==> src/rtl/fifo_uart_tx.sv <==
// Drains words from an upstream FIFO and serialises each one as a UART frame:
// start bit, DATA_WIDTH bits LSB first, optional even parity, then a stop bit.
module fifo_uart_tx #(
  parameter int unsigned DATA_WIDTH   = 8,
  parameter int unsigned CLKS_PER_BIT = 16,
  parameter int unsigned PARITY_EN    = 0
) (
  input  logic                  CLK,
  input  logic                  RST_N,
  input  logic                  EN,
  input  logic                  FIFO_EMPTY,
  input  logic                  FIFO_WR_EN,
  input  logic [DATA_WIDTH-1:0] FIFO_DOUT,
  output logic                  FIFO_RD_EN,
  output logic                  TXD,
  output logic                  BUSY,
  output logic                  FRAME_DONE
);

  localparam int unsigned BAUD_W = (CLKS_PER_BIT > 1) ? $clog2(CLKS_PER_BIT) : 1;
  localparam int unsigned BIT_W  = $clog2(DATA_WIDTH + 1);
  localparam logic [BAUD_W-1:0] BAUD_LAST = BAUD_W'(CLKS_PER_BIT - 1);
  localparam logic [BIT_W-1:0]  BIT_LAST  = BIT_W'(DATA_WIDTH - 1);

  typedef enum logic [2:0] {
    IDLE   = 3'd0,
    FETCH  = 3'd1,
    START  = 3'd2,
    DATA   = 3'd3,
    PARITY = 3'd4,
    STOP   = 3'd5
  } state_t;

  state_t                state;
  logic [DATA_WIDTH-1:0] shreg;
  logic [BAUD_W-1:0]     baud_cnt;
  logic [BIT_W-1:0]      bit_cnt;
  logic                  par_bit;
  logic                  baud_done;

  assign baud_done = (baud_cnt == BAUD_LAST);

  // Read is suppressed during an upstream write because the FIFO would drop it.
  assign FIFO_RD_EN = (state == IDLE) && EN && !FIFO_EMPTY && !FIFO_WR_EN && RST_N;

  always_ff @(posedge CLK or negedge RST_N) begin
    if (!RST_N) begin
      state      <= IDLE;
      shreg      <= '0;
      baud_cnt   <= '0;
      bit_cnt    <= '0;
      par_bit    <= 1'b0;
      TXD        <= 1'b1;
      BUSY       <= 1'b0;
      FRAME_DONE <= 1'b0;
    end else begin
      FRAME_DONE <= 1'b0;
      case (state)
        IDLE: begin
          baud_cnt <= '0;
          if (FIFO_RD_EN) begin
            state <= FETCH;
            BUSY  <= 1'b1;
          end
        end
        // Registered FIFO data is valid here, one cycle after the read.
        FETCH: begin
          shreg    <= FIFO_DOUT;
          par_bit  <= ^FIFO_DOUT;
          TXD      <= 1'b0;
          bit_cnt  <= '0;
          baud_cnt <= '0;
          state    <= START;
        end
        START: begin
          if (baud_done) begin
            baud_cnt <= '0;
            TXD      <= shreg[0];
            shreg    <= shreg >> 1;
            state    <= DATA;
          end else begin
            baud_cnt <= baud_cnt + BAUD_W'(1);
          end
        end
        DATA: begin
          if (baud_done) begin
            baud_cnt <= '0;
            if (bit_cnt == BIT_LAST) begin
              if (PARITY_EN != 0) begin
                TXD   <= par_bit;
                state <= PARITY;
              end else begin
                TXD   <= 1'b1;
                state <= STOP;
              end
            end else begin
              bit_cnt <= bit_cnt + BIT_W'(1);
              TXD     <= shreg[0];
              shreg   <= shreg >> 1;
            end
          end else begin
            baud_cnt <= baud_cnt + BAUD_W'(1);
          end
        end
        PARITY: begin
          if (baud_done) begin
            baud_cnt <= '0;
            TXD      <= 1'b1;
            state    <= STOP;
          end else begin
            baud_cnt <= baud_cnt + BAUD_W'(1);
          end
        end
        STOP: begin
          if (baud_done) begin
            baud_cnt   <= '0;
            BUSY       <= 1'b0;
            FRAME_DONE <= 1'b1;
            state      <= IDLE;
          end else begin
            baud_cnt <= baud_cnt + BAUD_W'(1);
          end
        end
        default: begin
          state <= IDLE;
          TXD   <= 1'b1;
          BUSY  <= 1'b0;
        end
      endcase
    end
  end

endmodule

==> config.mk <==
export PLATFORM = sky130hd
export DESIGN_NAME = fifo_uart_tx
export DESIGN_NICKNAME = d
export VERILOG_FILES = /design/src/rtl/fifo_uart_tx.sv
export SDC_FILE = /design/constraint.sdc
export NUM_CORES = 1
export LEC_CHECK = 0
export CORE_AREA = 2 2 52 54
export CTS_CLUSTER_SIZE = 20
export DETAILED_ROUTE_END_ITERATION = 10
export DIE_AREA = 0 0 54 56
export GPL_TIMING_DRIVEN = 0
export PLACE_DENSITY = 0.89
export SLEW_MARGIN = 20
export SYNTH_ARGS = -nofsm -noshare
export SYNTH_HDL_FRONTEND = slang
export SYNTH_SLANG_ARGS = --single-unit
==> constraint.sdc <==
create_clock -name CLK -period 2.2 [get_ports CLK]
set_input_delay 0.55 -clock CLK [delete_from_list [all_inputs] [get_ports CLK]]
set_output_delay 0.55 -clock CLK [all_outputs]
set_load 0.02 [all_outputs]
==> reports/summary.log <==
INFO  power_and_ir_drop p_leak=0.656nW
INFO  place          gp_congestion=0.809
INFO  synth          synth_area_leader_cell=sky130_fd_sc_hd__dfrtp_1
INFO  place          dp_hpwl=2200um
INFO  sta            clock_skew=0.0146ns
INFO  floorplan      die_width=54um
INFO  place          buffer_ports.inserted=16
INFO  global_route   global_route_wire_length_before_repair=5150um
INFO  outcome        status=finished, final reports clean
INFO  finish         design_area=0.00152mm2
INFO  sta            unrepaired_setup_endpoints_after_global_routing=no
INFO  synth          post-synth-top-count-cell=sky130_fd_sc_hd__dfrtp_1
INFO  cts            clock_latency_on_the_worst_skew_pair=0.32ns
INFO  finish         layout-drive-gt1-share=19.7%
INFO  synth          async_flop_share=100%
INFO  detailed_routing vias=1,106
INFO  synth          top_cells_by_area_in_the_synthesized_netlist=sky130_fd_sc_hd__dfrtp_1 (41%), sky130_fd_sc_hd__or3b_2 (5.5%), sky130_fd_sc_hd__a2bb2oi_1 (4.8%)
INFO  floorplan      initial_core_util=52.8%
INFO  synth          synth_largest_type_area_fraction=40.9%
INFO  synth          syn-mean-instance-area=10.1um2
INFO  sta            finalSetupTns=0ns
INFO  synth          synth_commonest_cells=sky130_fd_sc_hd__dfrtp_1 (21), sky130_fd_sc_hd__nand2_1 (8), sky130_fd_sc_hd__o22ai_1 (8), sky130_fd_sc_hd__or3b_2 (8), sky130_fd_sc_hd__a2bb2oi_1 (7)
INFO  cts            cts_root_buf=sky130_fd_sc_hd__clkbuf_4
INFO  global_route   grt_start_max_net_pins=25
INFO  setup_path     crit_arrival=1.57ns
INFO  finish         areaGrowthSynthToFinish=18.4%
INFO  synth          number_of_register_bits_inferred_by_synthesis=22
INFO  detailed_routing drt-initial-drc-count=46
INFO  sta            min_period_over_period=96.4%
INFO  setup_path     register_to_register_setup_slack=0.41ns
INFO  global_route   overflow=0
INFO  sta            fmax=0.472GHz
INFO  setup_path     reg2reg_from=state[2]
INFO  detailed_routing route.antenna.remaining_nets=0
INFO  setup_path     crit_path_end_kind=output pin
INFO  cts            cts_hold_buffers=0
INFO  sta            max-slew-margin-rel=61.2%
INFO  setup_path     critical_path.top_delay_family=simple AND/OR/NAND/NOR gates
INFO  global_route   grtUsageTotal=22.6%
INFO  synth          post_synth_instance_area=0.00128mm2
INFO  sta            layout_min_cycle_time=2.12ns
INFO  finish         ff_latch_area=553um2
INFO  cts            cts_made_buffers=3
INFO  floorplan      die_height=56um
INFO  floorplan      ios=17
INFO  synth          synth_enable_flop_cells=0
INFO  sta            report.final.setup_viol=0
INFO  power_and_ir_drop vdd.ir_drop.worst=0.408mV
INFO  job            max-cap-violations=0
INFO  detailed_routing drcViolationCount=0
INFO  finish         fillers=210
INFO  worst_hold_path hold_class=input port to async pin
INFO  setup_path     cp-start-kind=input port
INFO  detailed_routing wl_per_cell=17.1um
INFO  synth          synthDistinctLibCells=44
INFO  cts            clk_pin_slew_worst_paths=0.13ns
INFO  finish         num-nets-final=163
INFO  power_and_ir_drop pwr_density_cell=429mW/mm2
INFO  cts            max-clock-path-buffers=2
INFO  setup_path     worst-path-max-fanout=2
INFO  floorplan      core_area=0.00243mm2
INFO  cts            tritoncts=yes
INFO  finish         antennaDiodeCount=0
INFO  finish         multi_input_comb_area=671um2
INFO  setup_path     required_time_at_the_endpoint_of_the_critical_path=1.65ns
INFO  setup_path     worst-path-buf-inv=2
INFO  setup_path     crit_slowest_cell=sky130_fd_sc_hd__nor4b_4
INFO  synth          synth-warning-count=0
INFO  sta            worst_pin_slew=0.583ns
INFO  setup_path     timing.critical_path.cells=dlygate4sd2_1 > nor4b_4 > nand2_1 > nor3_2 > buf_4
INFO  floorplan      rows=18
INFO  sta            hold_viol=0
INFO  detailed_routing average_vias_per_placed_instance=6.25
INFO  place          placed_area=0.00148mm2
INFO  setup_path     critPathMaxStageDelay=0.27ns
INFO  detailed_routing wirelength=3030um
INFO  floorplan      floorplan.die_area=0.00302mm2
INFO  setup_path     r2r-end=shreg[4]
INFO  synth          syn-instance-count=127
INFO  sta            final-max-slew-violation-count=0
INFO  synth          post_synthesis_net_count=142
INFO  detailed_routing drt-pass1-iter-count=4
INFO  synth          synth_flop_cell=sky130_fd_sc_hd__dfrtp_1
INFO  setup_path     critical_path_class=input port to output pin
INFO  cts            cts_num_sinks=22
INFO  synth          synth-seq-area-share=42.9%
INFO  global_route   grt_antenna_before_repair=0
INFO  global_route   grt_pass1_vias=1,100
INFO  setup_path     r2r.worst_path.cells=5
INFO  cts            cts_htree_levels=1
sequential cells by signal, summed over array words and instances, names as in the netlist:
| signal | cells |
|---|---|
| state | 3 |
| BUSY | 1 |
| shreg | 8 |
| TXD | 1 |
| bit_cnt | 4 |
| FRAME_DONE | 1 |
| baud_cnt | 4 |
logic make-up (layout without fill, tap and decap cells):
logic type                 Yosys count  in the layout  share of synthesized area [%]
AOI/OAI and AO/OA                   41             41                           24.4
buffers and inverters               16             36                           5.94
muxes                                4              4                           3.12
adders and majority gates            2              2                           1.95
DFF                                 22             22                           42.9
and+or+nand+nor                     42             42                           21.6
through the flow:
step | util [%] | worst slack, ns | hold slack (ns) | total power [mW] | cells
floorplan | - | 0.215 | 0.254 | 0.432 | 127
global placement | 61.0 | -1.17 | 0.495 | 0.465 | 173
finish | 62.6 | 0.0792 | 0.136 | 0.653 | 177
CTS | 62.1 | 0.00195 | 0.199 | 0.657 | 176
global route | 62.6 | 0.000183 | 0.134 | 0.681 | 177
detailed placement | 61.0 | -1.18 | 0.528 | 0.467 | 173
per-layer routing:
| metal | track usage, % | routed length (um) | up-vias |
|---|---|---|---|
| met5 | 0 | 0 | - |
| met4 | 10.7 | 70 | 0 |
| met3 | 2.96 | 126 | 10 |
| met2 | 35.2 | 1530 | 29 |
| met1 | 30.3 | 1300 | 537 |
| li1 | - | - | 530 |
placed cells by master, fill, tap and decap left out, types with 3 or more instances in the layout:
master                            Yosys  routed
sky130_fd_sc_hd__o22ai_1              8       8
sky130_fd_sc_hd__or3b_2               8       8
sky130_fd_sc_hd__nand2_1              8       8
sky130_fd_sc_hd__o21ai_0              3       3
sky130_fd_sc_hd__clkdlybuf4s50_1      0      11
sky130_fd_sc_hd__buf_2                4       3
sky130_fd_sc_hd__buf_4                1       4
sky130_fd_sc_hd__a2bb2oi_1            7       7
sky130_fd_sc_hd__dfrtp_1             21      20
sky130_fd_sc_hd__mux2i_1              4       4
sky130_fd_sc_hd__clkbuf_4             0       4
sky130_fd_sc_hd__nor3_1               6       5
sky130_fd_sc_hd__a21oi_1              5       5
sky130_fd_sc_hd__inv_1                6       6
sky130_fd_sc_hd__a211oi_1             4       4
sky130_fd_sc_hd__clkbuf_1             4       4
sky130_fd_sc_hd__dlygate4sd2_1        0       3
sky130_fd_sc_hd__nand3_1              3       3
power breakdown:
group	leakage, nW	switching (mW)	internal, mW	total, mW
clock network	0.0150	0.124	0.0709	0.195
logic	0.371	0.0175	0.0263	0.0439
registers	0.270	0.00315	0.411	0.414
repair_timing:
| action | 4_1_cts | 5_1_grt |
|---|---|---|
| pin swaps | 2 | 0 |
| gates resized for setup | 17 | 1 |
| setup endpoints to repair | 1 | 1 |
| buffers inserted | 1 | 1 |
| endpoints found under the hold margin | 0 | 0 |
cell type report:
| type | count | share of cell area, % |
|---|---|---|
| well taps | 30 | 2.47 |
| plain buffers | 8 | 2.96 |
| flip-flops and latches | 22 | 36.3 |
| inverters | 6 | 1.48 |
| clock buffers | 4 | 1.73 |
| multi-input cells | 89 | 44.1 |
| repair buffers | 18 | 10.9 |
how the worst max path moves through the flow:
| stage | start | endpoint | slack, ns | depth (start not counted) |
|---|---|---|---|---|
| after floorplan | state[2] | FIFO_RD_EN | 0.21 | 4 |
| after global placement | RST_N | FIFO_RD_EN | -1.17 | 4 |
| after detailed placement | RST_N | FIFO_RD_EN | -1.18 | 4 |
| after CTS | state[2] | FIFO_RD_EN | 0.002 | 4 |
| after global routing | state[2] | FIFO_RD_EN | 0.0002 | 4 |
| final | FIFO_WR_EN | FIFO_RD_EN | 0.08 | 5 |
(Power assumes the default switching activity.)
